$ cat src/rtl/spi_pkg.sv
// Shared types and constants for the SPI transfer master and its helper blocks.
package spi_pkg;

    localparam int unsigned DEF_DATA_W = 64;
    localparam int unsigned DEF_LEN_W  = 6;
    localparam int unsigned DEF_SS_W   = 8;
    localparam int unsigned DEF_DIV_W  = 8;

    localparam logic SPI_IDLE_MOSI = 1'b1;
    localparam logic SCK_IDLE      = 1'b0;

    typedef enum logic [2:0] {
        IDLE,
        SETUP,
        HIGH,
        LOW,
        HOLD,
        DONE
    } spi_state_e;

endpackage

$ cat src/rtl/spi_xfer_master_if.sv
// Request/response handshake plus SPI pin bundle for spi_xfer_master.
// With SPI_XFER_MASTER_SS_HOLD_EN defined the request also carries req_hold.
interface spi_xfer_master_if #(
    parameter int unsigned DATA_W = spi_pkg::DEF_DATA_W,
    parameter int unsigned LEN_W  = spi_pkg::DEF_LEN_W,
    parameter int unsigned SS_W   = spi_pkg::DEF_SS_W,
    parameter int unsigned DIV_W  = spi_pkg::DEF_DIV_W
);

    logic              req_valid;
    logic              req_ready;
    logic [DATA_W-1:0] req_tx_data;
    logic [LEN_W-1:0]  req_len;
    logic              req_lsb;
    logic [SS_W-1:0]   req_ss;
    logic [DIV_W-1:0]  req_div;
`ifdef SPI_XFER_MASTER_SS_HOLD_EN
    logic              req_hold;
`endif
    logic              rsp_valid;
    logic              rsp_ready;
    logic [DATA_W-1:0] rsp_rx_data;
    logic              sck;
    logic [SS_W-1:0]   ss_n;
    logic              mosi;
    logic              miso;

    // Front-end side: issues requests and consumes responses.
    modport master (
`ifdef SPI_XFER_MASTER_SS_HOLD_EN
        output req_hold,
`endif
        output req_valid, req_tx_data, req_len, req_lsb, req_ss, req_div, rsp_ready,
        input  req_ready, rsp_valid, rsp_rx_data
    );

    // Transfer engine side: serves requests and drives the SPI pins.
    modport slave (
`ifdef SPI_XFER_MASTER_SS_HOLD_EN
        input  req_hold,
`endif
        input  req_valid, req_tx_data, req_len, req_lsb, req_ss, req_div, rsp_ready, miso,
        output req_ready, rsp_valid, rsp_rx_data, sck, ss_n, mosi
    );

    // Off-chip or simulated SPI device side.
    modport dev (
        input  sck, ss_n, mosi,
        output miso
    );

endinterface

$ cat src/rtl/spi_clk_div.sv
// Loadable half-period down-counter; tick_c marks the last cycle of a loaded period.
module spi_clk_div #(
    parameter int unsigned CNT_W = 9
) (
    input  logic             clock,
    input  logic             reset,
    input  logic             load,
    input  logic [CNT_W-1:0] load_val,
    output logic             tick_c
);

    logic [CNT_W-1:0] cnt;

    // Saturates at zero so an unloaded counter never produces spurious ticks.
    always_ff @(posedge clock or posedge reset) begin
        if (reset) begin
            cnt <= '0;
        end else if (load) begin
            cnt <= load_val;
        end else if (cnt != '0) begin
            cnt <= cnt - CNT_W'(1);
        end
    end

    assign tick_c = (cnt == CNT_W'(1));

endmodule

$ cat src/rtl/spi_xfer_master.sv
// SPI mode-0 initiator: one valid/ready request, 1..DATA_W full-duplex bits, one response.
// Optional SPI_XFER_MASTER_SS_HOLD_EN keeps the select asserted across requests for multi-word frames.
module spi_xfer_master
    import spi_pkg::*;
#(
    parameter int unsigned DATA_W = DEF_DATA_W,
    parameter int unsigned LEN_W  = DEF_LEN_W,
    parameter int unsigned SS_W   = DEF_SS_W,
    parameter int unsigned DIV_W  = DEF_DIV_W
) (
    input logic              clock,
    input logic              reset,
    spi_xfer_master_if.slave bus
);

    localparam int unsigned CNT_W = DIV_W + 1;
    localparam int unsigned BIT_W = LEN_W + 1;

    spi_state_e        state, state_d;
    logic              sck, sck_d;
    logic              mosi, mosi_d;
    logic              rsp_valid, rsp_valid_d;
    logic              ready;
    logic [SS_W-1:0]   ss_n, ss_n_d;

    logic [DATA_W-1:0] tx_q, rx_sh, rx_data;
    logic [LEN_W-1:0]  len_q, next_idx_c;
    logic              lsb_q;
    logic [DIV_W-1:0]  div_q;
    logic [BIT_W-1:0]  bits_done, n_c;

    logic              accept_c, sample_c, finish_c, div_load_c, tick_c;
    logic              first_bit_c, next_bit_c;
    logic [CNT_W-1:0]  div_val_c;

`ifdef SPI_XFER_MASTER_SS_HOLD_EN
    logic              hold_q, linked, linked_d, gap, gap_d;
    logic [SS_W-1:0]   ss_q;
    logic              tx_first_c;
`endif

    spi_clk_div #(
        .CNT_W (CNT_W)
    ) u_clk_div (
        .clock    (clock),
        .reset    (reset),
        .load     (div_load_c),
        .load_val (div_val_c),
        .tick_c   (tick_c)
    );

    assign n_c         = BIT_W'(len_q) + BIT_W'(1);
    assign first_bit_c = bus.req_lsb ? bus.req_tx_data[0] : bus.req_tx_data[bus.req_len];
    // bits_done is already the index of the bit to present when HIGH ends.
    assign next_idx_c  = lsb_q ? bits_done[LEN_W-1:0] : len_q - bits_done[LEN_W-1:0];
    assign next_bit_c  = tx_q[next_idx_c];
`ifdef SPI_XFER_MASTER_SS_HOLD_EN
    assign tx_first_c  = lsb_q ? tx_q[0] : tx_q[len_q];
`endif

    always_comb begin
        state_d     = state;
        sck_d       = sck;
        ss_n_d      = ss_n;
        mosi_d      = mosi;
        rsp_valid_d = rsp_valid;
        accept_c    = 1'b0;
        sample_c    = 1'b0;
        finish_c    = 1'b0;
        div_load_c  = 1'b0;
        div_val_c   = CNT_W'(div_q) + CNT_W'(1);
`ifdef SPI_XFER_MASTER_SS_HOLD_EN
        linked_d    = linked;
        gap_d       = gap;
`endif
        unique case (state)
            IDLE: begin
                if (bus.req_valid) begin
                    accept_c   = 1'b1;
                    div_load_c = 1'b1;
                    div_val_c  = CNT_W'(bus.req_div) + CNT_W'(1);
                    state_d    = SETUP;
                    ss_n_d     = ~bus.req_ss;
                    mosi_d     = first_bit_c;
`ifdef SPI_XFER_MASTER_SS_HOLD_EN
                    linked_d   = 1'b0;
                    if (linked && (bus.req_ss == ss_q)) begin
                        state_d = LOW;
                        ss_n_d  = ss_n;
                    end else if (linked) begin
                        gap_d   = 1'b1;
                        ss_n_d  = '1;
                        mosi_d  = SPI_IDLE_MOSI;
                    end
`endif
                end
            end
            SETUP: begin
                if (tick_c) begin
                    div_load_c = 1'b1;
                    state_d    = HIGH;
                    sck_d      = ~SCK_IDLE;
                    sample_c   = 1'b1;
`ifdef SPI_XFER_MASTER_SS_HOLD_EN
                    // Select-change gap: release done, now run a normal setup period.
                    if (gap) begin
                        state_d  = SETUP;
                        sck_d    = SCK_IDLE;
                        sample_c = 1'b0;
                        gap_d    = 1'b0;
                        ss_n_d   = ~ss_q;
                        mosi_d   = tx_first_c;
                    end
`endif
                end
            end
            HIGH: begin
                if (tick_c) begin
                    div_load_c = 1'b1;
                    sck_d      = SCK_IDLE;
                    if (bits_done == n_c) begin
                        state_d = HOLD;
                    end else begin
                        state_d = LOW;
                        mosi_d  = next_bit_c;
                    end
                end
            end
            LOW: begin
                if (tick_c) begin
                    div_load_c = 1'b1;
                    state_d    = HIGH;
                    sck_d      = ~SCK_IDLE;
                    sample_c   = 1'b1;
                end
            end
            HOLD: begin
                if (tick_c) begin
                    state_d     = DONE;
                    finish_c    = 1'b1;
                    rsp_valid_d = 1'b1;
                    ss_n_d      = '1;
                    mosi_d      = SPI_IDLE_MOSI;
`ifdef SPI_XFER_MASTER_SS_HOLD_EN
                    if (hold_q) begin
                        ss_n_d   = ss_n;
                        linked_d = 1'b1;
                    end
`endif
                end
            end
            DONE: begin
                if (bus.rsp_ready) begin
                    state_d     = IDLE;
                    rsp_valid_d = 1'b0;
                end
            end
            default: begin
                state_d = IDLE;
            end
        endcase
    end

    always_ff @(posedge clock or posedge reset) begin
        if (reset) begin
            state     <= IDLE;
            sck       <= SCK_IDLE;
            ss_n      <= '1;
            mosi      <= SPI_IDLE_MOSI;
            rsp_valid <= 1'b0;
            ready     <= 1'b1;
`ifdef SPI_XFER_MASTER_SS_HOLD_EN
            linked    <= 1'b0;
            gap       <= 1'b0;
`endif
        end else begin
            state     <= state_d;
            sck       <= sck_d;
            ss_n      <= ss_n_d;
            mosi      <= mosi_d;
            rsp_valid <= rsp_valid_d;
            ready     <= (state_d == IDLE);
`ifdef SPI_XFER_MASTER_SS_HOLD_EN
            linked    <= linked_d;
            gap       <= gap_d;
`endif
        end
    end

    // Request latch and receive shifter; LSB-first bits land at their final index directly.
    always_ff @(posedge clock or posedge reset) begin
        if (reset) begin
            tx_q      <= '0;
            len_q     <= '0;
            lsb_q     <= 1'b0;
            div_q     <= '0;
            bits_done <= '0;
            rx_sh     <= '0;
            rx_data   <= '0;
`ifdef SPI_XFER_MASTER_SS_HOLD_EN
            hold_q    <= 1'b0;
            ss_q      <= '0;
`endif
        end else begin
            if (accept_c) begin
                tx_q      <= bus.req_tx_data;
                len_q     <= bus.req_len;
                lsb_q     <= bus.req_lsb;
                div_q     <= bus.req_div;
                bits_done <= '0;
                rx_sh     <= '0;
`ifdef SPI_XFER_MASTER_SS_HOLD_EN
                hold_q    <= bus.req_hold;
                ss_q      <= bus.req_ss;
`endif
            end
            if (sample_c) begin
                bits_done <= bits_done + BIT_W'(1);
                if (lsb_q) begin
                    rx_sh[bits_done[LEN_W-1:0]] <= bus.miso;
                end else begin
                    rx_sh <= {rx_sh[DATA_W-2:0], bus.miso};
                end
            end
            if (finish_c) begin
                rx_data <= rx_sh;
            end
        end
    end

    assign bus.req_ready   = ready;
    assign bus.rsp_valid   = rsp_valid;
    assign bus.rsp_rx_data = rx_data;
    assign bus.sck         = sck;
    assign bus.ss_n        = ss_n;
    assign bus.mosi        = mosi;

endmodule

$ cat src/flat_wrapper.sv
// flat-port wrapper written by rule: the top's interface ports become plain ports
module spi_xfer_master_flat import spi_pkg::*;
#(
    parameter int unsigned DATA_W = DEF_DATA_W,
    parameter int unsigned LEN_W  = DEF_LEN_W,
    parameter int unsigned SS_W   = DEF_SS_W,
    parameter int unsigned DIV_W  = DEF_DIV_W
)
  (clock, reset, bus_req_valid, bus_req_tx_data, bus_req_len, bus_req_lsb, bus_req_ss, bus_req_div, bus_rsp_ready, bus_miso, bus_req_ready, bus_rsp_valid, bus_rsp_rx_data, bus_sck, bus_ss_n, bus_mosi);
  spi_xfer_master_if #(.DATA_W(DATA_W), .LEN_W(LEN_W), .SS_W(SS_W), .DIV_W(DIV_W)) bus_i ();
  input logic clock;
  input logic reset;
  input wire logic [$bits(bus_i.req_valid)-1:0] bus_req_valid;
  input wire logic [$bits(bus_i.req_tx_data)-1:0] bus_req_tx_data;
  input wire logic [$bits(bus_i.req_len)-1:0] bus_req_len;
  input wire logic [$bits(bus_i.req_lsb)-1:0] bus_req_lsb;
  input wire logic [$bits(bus_i.req_ss)-1:0] bus_req_ss;
  input wire logic [$bits(bus_i.req_div)-1:0] bus_req_div;
  input wire logic [$bits(bus_i.rsp_ready)-1:0] bus_rsp_ready;
  input wire logic [$bits(bus_i.miso)-1:0] bus_miso;
  output wire logic [$bits(bus_i.req_ready)-1:0] bus_req_ready;
  output wire logic [$bits(bus_i.rsp_valid)-1:0] bus_rsp_valid;
  output wire logic [$bits(bus_i.rsp_rx_data)-1:0] bus_rsp_rx_data;
  output wire logic [$bits(bus_i.sck)-1:0] bus_sck;
  output wire logic [$bits(bus_i.ss_n)-1:0] bus_ss_n;
  output wire logic [$bits(bus_i.mosi)-1:0] bus_mosi;
  assign bus_i.req_valid = bus_req_valid;
  assign bus_i.req_tx_data = bus_req_tx_data;
  assign bus_i.req_len = bus_req_len;
  assign bus_i.req_lsb = bus_req_lsb;
  assign bus_i.req_ss = bus_req_ss;
  assign bus_i.req_div = bus_req_div;
  assign bus_i.rsp_ready = bus_rsp_ready;
  assign bus_i.miso = bus_miso;
  assign bus_req_ready = bus_i.req_ready;
  assign bus_rsp_valid = bus_i.rsp_valid;
  assign bus_rsp_rx_data = bus_i.rsp_rx_data;
  assign bus_sck = bus_i.sck;
  assign bus_ss_n = bus_i.ss_n;
  assign bus_mosi = bus_i.mosi;
  spi_xfer_master #(.DATA_W(DATA_W), .LEN_W(LEN_W), .SS_W(SS_W), .DIV_W(DIV_W)) u_core (.clock(clock), .reset(reset), .bus(bus_i));
endmodule
$ cat config.mk
export PLATFORM = sky130hd
export DESIGN_NAME = spi_xfer_master_flat
export DESIGN_NICKNAME = d
export VERILOG_FILES = /design/src/rtl/spi_pkg.sv /design/src/rtl/spi_xfer_master_if.sv /design/src/rtl/spi_clk_div.sv /design/src/rtl/spi_xfer_master.sv /design/src/flat_wrapper.sv
export SDC_FILE = /design/constraint.sdc
export NUM_CORES = 1
export LEC_CHECK = 0
export ABC_AREA = 1
export CORE_UTILIZATION = 40
export CTS_BUF_LIST = sky130_fd_sc_hd__clkbuf_16
export DETAILED_ROUTE_END_ITERATION = 10
export RECOVER_POWER = 50
export SLEW_MARGIN = 5
export SYNTH_ARGS = -nofsm -noshare
export SYNTH_HDL_FRONTEND = slang
export SYNTH_SLANG_ARGS = --single-unit
$ cat constraint.sdc
create_clock -name clock -period 12.5 [get_ports clock]
set_clock_uncertainty 0.1 [all_clocks]
set_input_delay 1.875 -clock clock [delete_from_list [all_inputs] [get_ports clock]]
set_output_delay 1.875 -clock clock [all_outputs]
set_load 0.005 [all_outputs]
[After elaboration in Yosys (flattened, before gate mapping)]
Index checks and enable logic that the tools add are counted.
Storage, ports and cells
  register bits after elaboration: 238
  input port bits: 92
  output and inout port bits: 76
  word-level logic and storage cells: 97
Cells by class
  add/sub/neg operators: 6
  magnitude comparators: 4
  equality and inequality tests: 13
  mux-type cells: 43
  bitwise logic cells: 1
  reduce and logical (&&, ||, !) cells: 16
Operator list (number)
  2-to-1 mux 64 bit: 3
  bitwise mux 64 bit: 1
  2-to-1 mux 9 bit: 4
  less-than comparator 6 x 7 -> 1 bit, second input constant: 3
  adder 8 x 1 -> 9 bit, second input constant: 2
  2-to-1 mux 3 bit: 6
  2-to-1 mux 8 bit: 2
  one-hot mux 8 bit (2 select lines): 1
  2-to-1 mux 1 bit: 15
  one-hot mux 3 bit (5 select lines): 1
  2-to-1 mux 7 bit: 2
  binary-select mux 1 bit (select 6 bit): 2
  nonzero test 2 bit: 5
  == test 9 x 1 -> 1 bit, second input constant: 1
  AND reduction 3 bit: 3
  nonzero test 9 bit: 1
  subtractor 9 x 1 -> 9 bit, second input constant: 1
  NOT 8 bit: 1
  adder 6 x 1 -> 7 bit, second input constant: 1
  adder 7 x 1 -> 7 bit, second input constant: 1
  == test 7 bit: 1
  demux 1 bit (select 6 bit): 1
  == test 3 x 2 -> 1 bit, second input constant: 2
  == test 3 bit, second input constant: 2
  14 further kinds: 21

[Depth between registers and ports, before layout]
Gate-level depths: netlist of the first run.
  depth after elaboration: 7
  mapped depth: 17
  gate-level depth less buffers: 15

[Hierarchy]
Synthesis of the first run repeated with hierarchy kept, for this count alone.
Unflattened totals
  cell total of the unflattened synthesis: 1771
  area total of the unflattened synthesis: 13167.6 um^2
Modules (own cells, without submodules)
  spi_xfer_master: times used 1, cells each 1686, area each 12550.8 um^2, seq. area each 5743.0 um^2
  spi_clk_div: times used 1, cells each 85, area each 616.8 um^2, seq. area each 225.2 um^2

[Worst setup path before layout of the first run]
OpenSTA, ideal clock, no wires.
  path type: in2reg
  start: in bus_req_len[1]
  end: reg u_core.mosi (netlist: u_core.bus.mosi)
  library setup time: 0.078 ns
  arrival time: 2.959 ns
  required time: 12.322 ns
  setup slack: 9.363 ns
  stages: 13
  buffers on the path: 2
  cell sequence: buf_2 > clkbuf_1 > nand3_1 > nand3_1 > nand2_1 > nand2_1 > nand3_1 > o21ai_1 > nand2_1 > nand3_1 > nand2_1 > nand2_1 > a21oi_2
Between the ends
  cells in the longest elaborated chain, start to end: 5
RTL lines
  from (decl): line flat_wrapper.sv:15  | input wire logic [$bits(bus_i.req_len)-1:0] bus_req_len;
  binary-select mux 1 bit (select 6 bit): line spi_xfer_master.sv:53  | assign first_bit_c = bus.req_lsb ? bus.req_tx_data[0] : bus.req_tx_data[bus.req_len];
  2-to-1 mux 1 bit (not written as such): line spi_xfer_master.sv:53
  2-to-1 mux 1 bit: line spi_xfer_master.sv:53
  2-to-1 mux 1 bit: line spi_xfer_master.sv:78  | if (bus.req_valid) begin
  one-hot mux 1 bit (3 select lines): line spi_xfer_master.sv:76  | unique case (state)
  to (signal assigned): line spi_xfer_master.sv:180  | mosi <= mosi_d;
  to (decl): line spi_xfer_master.sv:21  | logic mosi, mosi_d;
Every way passes these cells. The select of a mux whose other input is x is not followed.
A chain may end at the register's enable or synchronous reset.

==> impl_metrics.yaml, run 1 <==
run_status:
  outcome: "finished, violations left"
  violations: "capacitance limit, slew limit"
power:
  swShare: 0.4218
  power_frac_comb: 0.407
  p_sw_mw: 1.325
  power_density_mw_per_mm2: 199.3
  power.leakage_nw: 7.157
  total_power_mw: 3.141
  seqPwrFrac: 0.352
  power_frac_clock: 0.241
  peakVddDrop_mv: 0.1702
  intPower_mw: 1.816
cts:
  ctsHoldBuffers: 0
  post_cts_resized: 0
  post_cts_buffers: 0
  clkLatencyLatePin_ns: 0.54
  h-tree-depth: 1
  path_clk_slew_ns: 0.06
  cts_buffers: 28
  cts_sinks: 238
  cts_tree: "yes"
  root_buffer: "clkbuf_16"
  cts_max_path_buffers: 3
global_routing:
  grt_max_degree: 127
  grt_pass1_wl_mm: 62.27
  overflow: 0
  grt_usage: 0.2273
  grt_pass1_vias: 11990
  antenna_found_initial: 0
  grtUsageMet3: 0.03320
  busiest_layer: "met2"
  grt_util_met1: 0.3088
  grt_util_met2: 0.3770
setup_path:
  cp_data_required_time_ns: 11.43
  crit_fanout: 126
  path_buf_inv: 2
  r2r-start: "u_core.u_clk_div.cnt[1]"
  worst-path-stages: 2
  critPathMaxStageDelay_ns: 3.06
  cp_cell_sequence: "dlygate4sd3_1 -> clkinvlp_2"
  r2r_slack_ns: 7.01
  reg2reg_to: "u_core.bus.rsp_rx_data[13]"
  path_class: "primary input to async pin"
  crit_slowest_cell: "clkinvlp_2"
  rr_worst_depth: 9
  critPathLaunchType: "primary input"
  crit_path_end: "u_core.lsb_q"
  crit_path_end_kind: "async pin"
  cp.arrival_ns: 5.61
  cp-startpoint: "reset"
  crit_family: "buffers and inverters"
floorplanning:
  ioPinCount: 168
  rows: 66
  fp.coreArea_mm2: 0.03262
  die_y_um: 184.2
  fp.dieW_um: 184.2
  dieArea_mm2: 0.03392
  initial_core_util: 0.4069
flow_run:
  maxCapViolCount: 4
finish:
  design_area_mm2: 0.01577
  nets: 1985
  n_antenna_cell: 0
  synthToLayoutAreaGrowth_pct: 18.77
  multi_input_area_mm2: 0.006065
  seq_area_mm2: 0.005972
  fin_cells: 2343
  drive_gt1_frac: 0.04577
  fill_cells: 3314
  fin_util: 0.4833
yosys:
  synth_cells: 1792
  syn_area_per_cell_um2: 7.407
  synth_edf_count: 0
  async_flop_share: 1.000
  synthDistinctLibCells: 49
  ys_ff_latch: 238
  synth-main-ff-cell: "dfrtp_1"
  syn_area_mm2: 0.01327
  yosysWarnings: 0
  syn_nets: 1897
  yosysSeqAreaShare: 0.4496
routing:
  postRouteAntennaNets: 0
  drc: 0
  wl_per_cell_um: 16.06
  vias: 12360
  vias_per_cell: 5.276
  drt-total-wl_mm: 37.63
  drt_iter0_drc: 1087
  first_pass_iters: 5
sta:
  grt_setup_unrepaired: "no"
  fin_crit_sh: 0.5349
  setup_viol: 0
  timing.final.crit_period_ns: 6.686
  tns_ns: 0
  fmax_ghz: 0.1496
  timing.slew.headroom: -2.727
  fin_ws_ns: 5.814
  max_slew.worst_pin.slew_ns: 5.559
  maxSlewViolCount: 354
  hold-worst-slack_ns: 0.3726
  hold_viol_final: 0
placed_design:
  dp.cells: 2292
  port_buffers: 167
  dp_slack_ns: 7.469
  gp_congestion: 0.8554
  placed_area_mm2: 0.01496
  post-dp-hpwl_mm: 24.24
worst_hold_path:
  hold_class: "flip-flop to flip-flop"
## how the worst min path moves through the flow
stage,startpoint,endpoint,depth (start not counted)
finish,u_core.bus.rsp_rx_data[45],u_core.bus.rsp_rx_data[45],2
global placement,u_core.bus.rsp_rx_data[62],u_core.bus.rsp_rx_data[62],2
CTS,u_core.bus.rsp_rx_data[62],u_core.bus.rsp_rx_data[62],2
floorplan,u_core.tx_q[16],u_core.tx_q[16],2
detailed placement,u_core.tx_q[49],u_core.tx_q[49],2
global route,u_core.bus.rsp_rx_data[55],u_core.bus.rsp_rx_data[55],2
## final cells by class
cell class	count	area share
multi-input cells	1275	0.3847
flip-flops and latches	238	0.3788
repair buffers	175	0.1092
clock buffers	29	0.04603
inverters	162	0.03889
well taps	442	0.03508
clock inverters	22	0.007302
## cells in the mapped netlist (6+ instances only)
cell type / instances / share of area
nand3_1: 139 / 0.052
dfstp_2: 10 / 0.020
a21oi_1: 46 / 0.017
o311ai_1: 31 / 0.020
o311ai_0: 27 / 0.018
buf_2: 44 / 0.017
buf_1: 6 / 0.0017
inv_2: 20 / 0.0057
nor2_1: 68 / 0.019
buf_6: 14 / 0.012
nand2_1: 595 / 0.17
xor2_1: 13 / 0.0086
clkbuf_1: 50 / 0.014
o22ai_1: 10 / 0.0047
ha_1: 12 / 0.011
o21ai_0: 153 / 0.058
o21ai_1: 115 / 0.043
nor3_1: 13 / 0.0049
inv_1: 137 / 0.039
dfrtp_1: 228 / 0.43
nand4_1: 7 / 0.0033
nand2_2: 6 / 0.0028
## worst min-delay path: stages (launching register included)
cell and delay, ns:
dfrtp_1 0.33, nand2_1 0.05, o21ai_0 0.06
## logic make-up (layout without fill, tap and decap cells)
logic type | count (synthesis) | count (layout) | share of synthesized area
AO/OA/AOI/OAI | 403 | 403 | 0.1747
XOR/XNOR | 15 | 15 | 0.009898
AND/OR/NAND/NOR | 844 | 844 | 0.2610
flip-flops | 238 | 238 | 0.4496
adder cells (fa/ha/maj) | 13 | 13 | 0.01282
buffers and inverters | 279 | 388 | 0.09200
## layer usage
layer  wire length, um  part of all wire
met3              2182             0.058
met4               866             0.023
met5                 0                 0
met1             17000              0.45
met2             17580              0.47
## layout by cell type (no fill, tap or decap), types with 33 or more instances in the layout
master           Yosys  routed
nand2_1            595     597
o21ai_0            153     227
dfrtp_1            228     227
inv_1              137     149
nand3_1            139     139
clkdlybuf4s50_1      0     121
nor2_1              68      70
a21oi_1             46      46
dlygate4sd3_1        0      45
o21ai_1            115      41
o311ai_0            27      33
## state kept, by name (all words and copies together), names as in the netlist
signal / flops
u_core.bus.rsp_rx_data: 64
u_core.rx_sh: 64
u_core.tx_q: 64
u_core.u_clk_div.cnt: 9
u_core.bus.ss_n: 8
u_core.div_q: 8
u_core.bits_done: 7
u_core.len_q: 6
u_core.state: 3
u_core.bus.mosi: 1
u_core.bus.req_ready: 1
u_core.bus.rsp_valid: 1
u_core.bus.sck: 1
u_core.lsb_q: 1
## power groups by stage
| stage | combinational, mW | sequential [mW] | clock [mW] |
|---|---|---|---|
| after global routing | 1.46 | 1.13 | 0.806 |
| final | 1.28 | 1.11 | 0.757 |
| after global placement | 1.26 | 1.11 | 0 |
| after CTS | 1.29 | 1.10 | 0.773 |
| after floorplan | 0.985 | 1.06 | 0 |
| after detailed placement | 1.28 | 1.11 | 0 |
Note: power is estimated with default switching activity, not from simulation.
==> inputs of run 2 (changes only) <==
==> constraint.sdc (replaced) <==
create_clock -name clock -period 6.55 [get_ports clock]
set_clock_uncertainty 0.1 [all_clocks]
set_input_delay 0.9825 -clock clock [delete_from_list [all_inputs] [get_ports clock]]
set_output_delay 0.9825 -clock clock [all_outputs]
set_load 0.005 [all_outputs]
==> run 2 against run 1 <==
The flow still finishes with violations (capacitance limit, slew limit); worst setup slack worse by 3.1 ns; combinational power is 91% higher; design area hardly changed; final cell count stayed put; clock-buffer cell count is 2 lower; critical endpoint is now u_core.bus.rsp_rx_data[24].
==> impl_metrics.yaml, run 2 (synthesized netlist as in run 1, its figures left out) <==
run_status:
  outcome: "finished, violations left"
  violations: "capacitance limit, slew limit"
power:
  power.leakage_nw: 7.061
  power_density_mw_per_mm2: 375.0
  peakVddDrop_mv: 0.2840
setup_path:
  cp.arrival_ns: 3.75
  critPathMaxStageDelay_ns: 1.97
  r2r-start: "u_core.u_clk_div.cnt[1]"
  reg2reg_to: "u_core.rx_sh[7]"
  rr_worst_depth: 8
  cp_cell_sequence: "dlygate4sd3_1 -> clkinvlp_2 -> clkbuf_1"
  crit_fanout: 48
  crit_family: "buffers and inverters"
  cp_data_required_time_ns: 6.49
  critPathLaunchType: "primary input"
  path_class: "primary input to async pin"
  crit_slowest_cell: "clkbuf_1"
  r2r_slack_ns: 3.11
  crit_path_end_kind: "async pin"
  path_buf_inv: 3
finish:
  synthToLayoutAreaGrowth_pct: 18.79
  fin_cells: 2343
  n_antenna_cell: 0
  layout_common_cells: "596 x nand2_1, 227 x dfrtp_1, 153 x o21ai_0, 142 x inv_1, 139 x nand3_1"
  fill_cells: 3280
  final_common_cell: "nand2_1"
  drive_gt1_frac: 0.04997
  nets: 1986
floorplanning:
  fp.coreArea_mm2: 0.03262
  dieArea_mm2: 0.03392
  initial_core_util: 0.4069
  ioPinCount: 168
  fp.dieW_um: 184.2
  die_y_um: 184.2
  rows: 66
sta:
  setup_viol: 0
  hold_viol_final: 0
  tns_ns: 0
  grt_setup_unrepaired: "no"
  timing.slew.headroom: -0.8339
  maxSlewViolCount: 88
  timing.final.crit_period_ns: 3.809
  fin_crit_sh: 0.5815
  fmax_ghz: 0.2625
  max_slew.worst_pin.slew_ns: 2.751
cts:
  cts_max_path_buffers: 3
  cts_sinks: 238
  h-tree-depth: 1
  root_buffer: "clkbuf_16"
  clkLatencyLatePin_ns: 0.53
  post_cts_resized: 0
  ctsHoldBuffers: 0
  post_cts_buffers: 0
  path_clk_slew_ns: 0.06
  cts_tree: "yes"
  cts_buffers: 27
placed_design:
  dp.cells: 2294
  post-dp-hpwl_mm: 23.70
  port_buffers: 167
  gp_congestion: 0.8364
global_routing:
  grt_pass1_wl_mm: 61.10
  grt_max_degree: 150
  overflow: 0
  grt_pass1_vias: 11750
  antenna_found_initial: 0
  grt_usage: 0.2237
worst_hold_path:
  hold_class: "flip-flop to flip-flop"
  hold_end: "u_core.bus.rsp_rx_data[4]"
  whs_path_depth: 2
  min_from: "u_core.bus.rsp_rx_data[4]"
routing:
  drt_iter0_drc: 974
  drt-total-wl_mm: 37.38
  wl_per_cell_um: 15.95
  vias_per_cell: 5.245
  vias: 12290
  first_pass_iters: 6
  drc: 0
  postRouteAntennaNets: 0
flow_run:
  maxCapViolCount: 2
## run 2: cell types whose count changed in the layout (fill, tap and decap cells not counted), moves of 6 or more
cell	previous run	this run
o21ai_0	227	153
o21ai_1	41	115
inv_1	149	142
o311ai_0	33	27
o311ai_1	25	31
clkdlybuf4s50_1	121	137
dlygate4sd3_1	45	29
## run 2: worst max path at each step
stage / from / endpoint / slack (ns) / depth (start not counted)
2_1_floorplan: reset / u_core.bits_done[0] / 2.36 / 1
3_3_place_gp: bus_req_valid / u_core.rx_sh[0] / 2.48 / 7
3_5_place_dp: bus_req_valid / u_core.bits_done[5] / 2.45 / 7
4_1_cts: bus_req_valid / u_core.rx_sh[0] / 3.03 / 7
5_1_grt: reset / u_core.bus.rsp_rx_data[24] / 2.12 / 3
6_report: reset / u_core.bus.rsp_rx_data[24] / 2.74 / 3
## run 2: report_power, final
group / switching (mW) / total (mW) / internal, mW / leakage (nW)
clock network: 0.601 / 1.38 / 0.781 / 0.411
logic: 1.64 / 2.45 / 0.806 / 3.52
registers: 0.249 / 2.08 / 1.83 / 3.13
total: 2.49 / 5.91 / 3.42 / 7.06
## run 2: routing by layer
| layer | wire length, um | track usage |
|---|---|---|
| met1 | 16940 | 0.3078 |
| met4 | 808 | 0.06267 |
| met5 | 0 | 0 |
| met2 | 17470 | 0.3689 |
| met3 | 2164 | 0.02845 |
## run 2: worst register-to-register path: stages (launching register included)
cell and delay [ns]:
dfrtp_1 0.38, inv_1 0.12, ha_1 0.16, nand3_1 0.11, nor2_4 0.18, nand2_1 0.44
inv_2 0.99, buf_4 0.60, o21ai_0 0.21
## run 2: per-stage QoR
stage | total power, mW | instance area (um2) | setup slack (ns) | hold WS (ns) | utilization
2_1_floorplan | 3.896 | 13280 | 2.356 | 0.3492 | -
3_3_place_gp | 4.502 | 14980 | 2.476 | 0.3574 | 0.4594
3_5_place_dp | 4.545 | 14980 | 2.451 | 0.3584 | 0.4594
4_1_cts | 5.956 | 15780 | 3.026 | 0.3731 | 0.4838
5_1_grt | 6.372 | 15770 | 2.119 | 0.3937 | 0.4834
6_report | 5.913 | 15770 | 2.741 | 0.3696 | 0.4834
## run 2: area by class of cell
type	count	area, um2	share of cell area
Multi-Input combinational cell	1275	6087	0.3861
Clock buffer	27	675.6	0.04285
Tap cell	442	553.0	0.03507
Timing Repair Buffer	177	1747	0.1108
Sequential cell	238	5972	0.3788
Clock inverter	22	120.1	0.007618
Inverter	162	613.1	0.03888
==> inputs of run 3 (changes only) <==
==> constraint.sdc (replaced) <==
create_clock -name clock -period 3.86 [get_ports clock]
set_clock_uncertainty 0.1 [all_clocks]
set_input_delay 0.579 -clock clock [delete_from_list [all_inputs] [get_ports clock]]
set_output_delay 0.579 -clock clock [all_outputs]
set_load 0.005 [all_outputs]
==> run 3 against run 2 <==
The run still ends with capacitance limit, slew limit left; utilization increased by 0.53 points; largest cell class unchanged; highest routed layer unchanged; sequential power increased by 73%; sequential share of layout area decreased by 0.41 points; sequential cell count unchanged; critical path type is now flip-flop to flip-flop.
==> impl_metrics.yaml, run 3 (synthesized netlist as in run 1, its figures left out) <==
finish:
  drive_gt1_frac: 0.05602
  fin_util: 0.4886
  n_antenna_cell: 0
  nets: 1995
  synthToLayoutAreaGrowth_pct: 20.08
  layout_common_cells: "596 x nand2_1, 227 x dfrtp_1, 165 x clkdlybuf4s50_1, 153 x o21ai_0, 140 x inv_1"
  final_common_cell: "nand2_1"
  fill_cells: 3216
setup_path:
  crit_family: "buffers and inverters"
  cp_data_required_time_ns: 4.18
  path_buf_inv: 3
  crit_path_end_kind: "flip-flop"
  crit_top_cell: "nor2_1"
  cp_cell_sequence: "nor2_1 -> clkinv_1 -> nor2_1 -> nand2_4 -> clkbuf_4 -> nor2_1 -> inv_1 -> o32ai_1 -> nor2_1 -> o21ai_0 -> a21oi_1"
  critPathMaxStageDelay_ns: 0.85
  path_class: "flip-flop to flip-flop"
  crit_slowest_cell: "clkbuf_4"
  critPathLaunchType: "flip-flop"
  cp.arrival_ns: 3.41
  crit_fanout: 149
floorplanning:
  ioPinCount: 168
  initial_core_util: 0.4069
  die_y_um: 184.2
  dieArea_mm2: 0.03392
  rows: 66
  fp.dieW_um: 184.2
  fp.coreArea_mm2: 0.03262
cts:
  path_clk_slew_ns: 0.06
  clkLatencyLatePin_ns: 0.56
  post_cts_buffers: 0
  ctsHoldBuffers: 0
  cts_sinks: 238
  post_cts_resized: 0
  root_buffer: "clkbuf_16"
  cts_buffers: 28
  h-tree-depth: 1
  cts_max_path_buffers: 3
  cts_tree: "yes"
power:
  p_sw_mw: 4.222
  power_frac_comb: 0.394
  seqPwrFrac: 0.348
  peakVddDrop_mv: 0.4252
  power_density_mw_per_mm2: 646.6
  swShare: 0.4096
  power.leakage_nw: 7.058
  total_power_mw: 10.31
  intPower_mw: 6.085
  power_frac_clock: 0.258
global_routing:
  overflow: 0
  antenna_found_initial: 0
  grt_pass1_wl_mm: 61.65
  grt_pass1_vias: 11690
  grt_max_degree: 150
  grt_usage: 0.2253
routing:
  drt_iter0_drc: 880
  first_pass_iters: 6
  drt-total-wl_mm: 37.31
  wl_met3_mm: 2.167
  met2_length_mm: 17.33
  drc: 0
  vias: 12320
  postRouteAntennaNets: 0
  m1WireLength_mm: 17.04
  vias_per_cell: 5.238
  wl_per_cell_um: 15.86
  dr.max_layer_used: "met4"
run_status:
  violations: "capacitance limit, slew limit"
  outcome: "finished, violations left"
placed_design:
  post-dp-hpwl_mm: 24.69
  port_buffers: 167
  gp_congestion: 0.8201
sta:
  maxSlewViolCount: 281
  fmax_ghz: 0.3238
  timing.slew.headroom: -0.1569
  hold_viol_final: 0
  setup_viol: 0
  fin_crit_sh: 0.8000
  timing.final.crit_period_ns: 3.088
  hold-worst-slack_ns: 0.3742
  max_slew.worst_pin.slew_ns: 1.735
  tns_ns: 0
  grt_setup_unrepaired: "no"
worst_hold_path:
  hold_class: "flip-flop to flip-flop"
flow_run:
  maxCapViolCount: 3
[run 3: changes by cell type in the layout (fill, tap and decap cells not counted), sizes merged]
| cell | change |
|---|---|
| dlygate4sd3 | -28 |
| clkdlybuf4s50 | +28 |
| clkbuf | +6 |
| clkinv | -2 |
| buf | +3 |
| inv | -1 |
| bufinv | +3 |
[run 3: worst paths after layout]
| path | from | endpoint | cells after the start | slack (ns) |
|---|---|---|---|---|
| min in group asynchronous | reset | u_core.bus.rsp_rx_data[54] | 2 | 0.56 |
| hold reg to reg | u_core.bus.rsp_rx_data[4] | u_core.bus.rsp_rx_data[4] | 2 | 0.37 |
| setup reg to reg | u_core.state[1] | u_core.u_clk_div.cnt[6] | 11 | 0.77 |
| setup / recovery | u_core.state[1] | u_core.u_clk_div.cnt[6] | 11 | 0.77 |
| hold / removal | u_core.bus.rsp_rx_data[4] | u_core.bus.rsp_rx_data[4] | 2 | 0.37 |
| max in group asynchronous | reset | u_core.rx_sh[25] | 3 | 0.93 |
[run 3: power groups by stage]
stage          sequential, mW  clock [mW]  combinational, mW
3_5_place_dp             3.61           0               4.05
4_1_cts                  3.58        2.72               4.08
2_1_floorplan            3.42           0               3.19
5_1_grt                  3.66        2.83               4.64
3_3_place_gp             3.61           0               3.99
6_report                 3.59        2.66               4.06
[run 3: area by class of cell]
type | count | area (um2) | share of cell area
inverter | 162 | 613.1 | 0.03846
multi-input combinational | 1275 | 6085 | 0.3817
sequential | 238 | 5972 | 0.3747
clock buffer | 28 | 700.7 | 0.04396
timing repair buffer | 185 | 1798 | 0.1128
tap | 442 | 553.0 | 0.03470
clock inverter | 22 | 217.7 | 0.01366
[run 3: per-layer routing]
| layer | GRT usage | vias to the layer above |
|---|---|---|
| met4 | 0.05433 | 0 |
| met1 | 0.3150 | 5773 |
| li1 | - | 6124 |
| met5 | 0 | - |
| met2 | 0.3648 | 361 |
| met3 | 0.03497 | 61 |
[run 3: metrics by stage]
stage	setup WS, ns	instance area [um2]	std cells
after global routing	0.4230	15940	2352
final	0.7721	15940	2352
after global placement	0.6532	15090	2302
after detailed placement	0.6331	15090	2302
after CTS	1.086	16010	2352
after floorplan	0.06931	13280	1792
[run 3: worst min-delay path: cells and delay by family, from the launching register on]
kind / cells / cell delay, ns
flip-flops: 1 / 0.34
AND/OR/NAND/NOR: 2 / 0.11
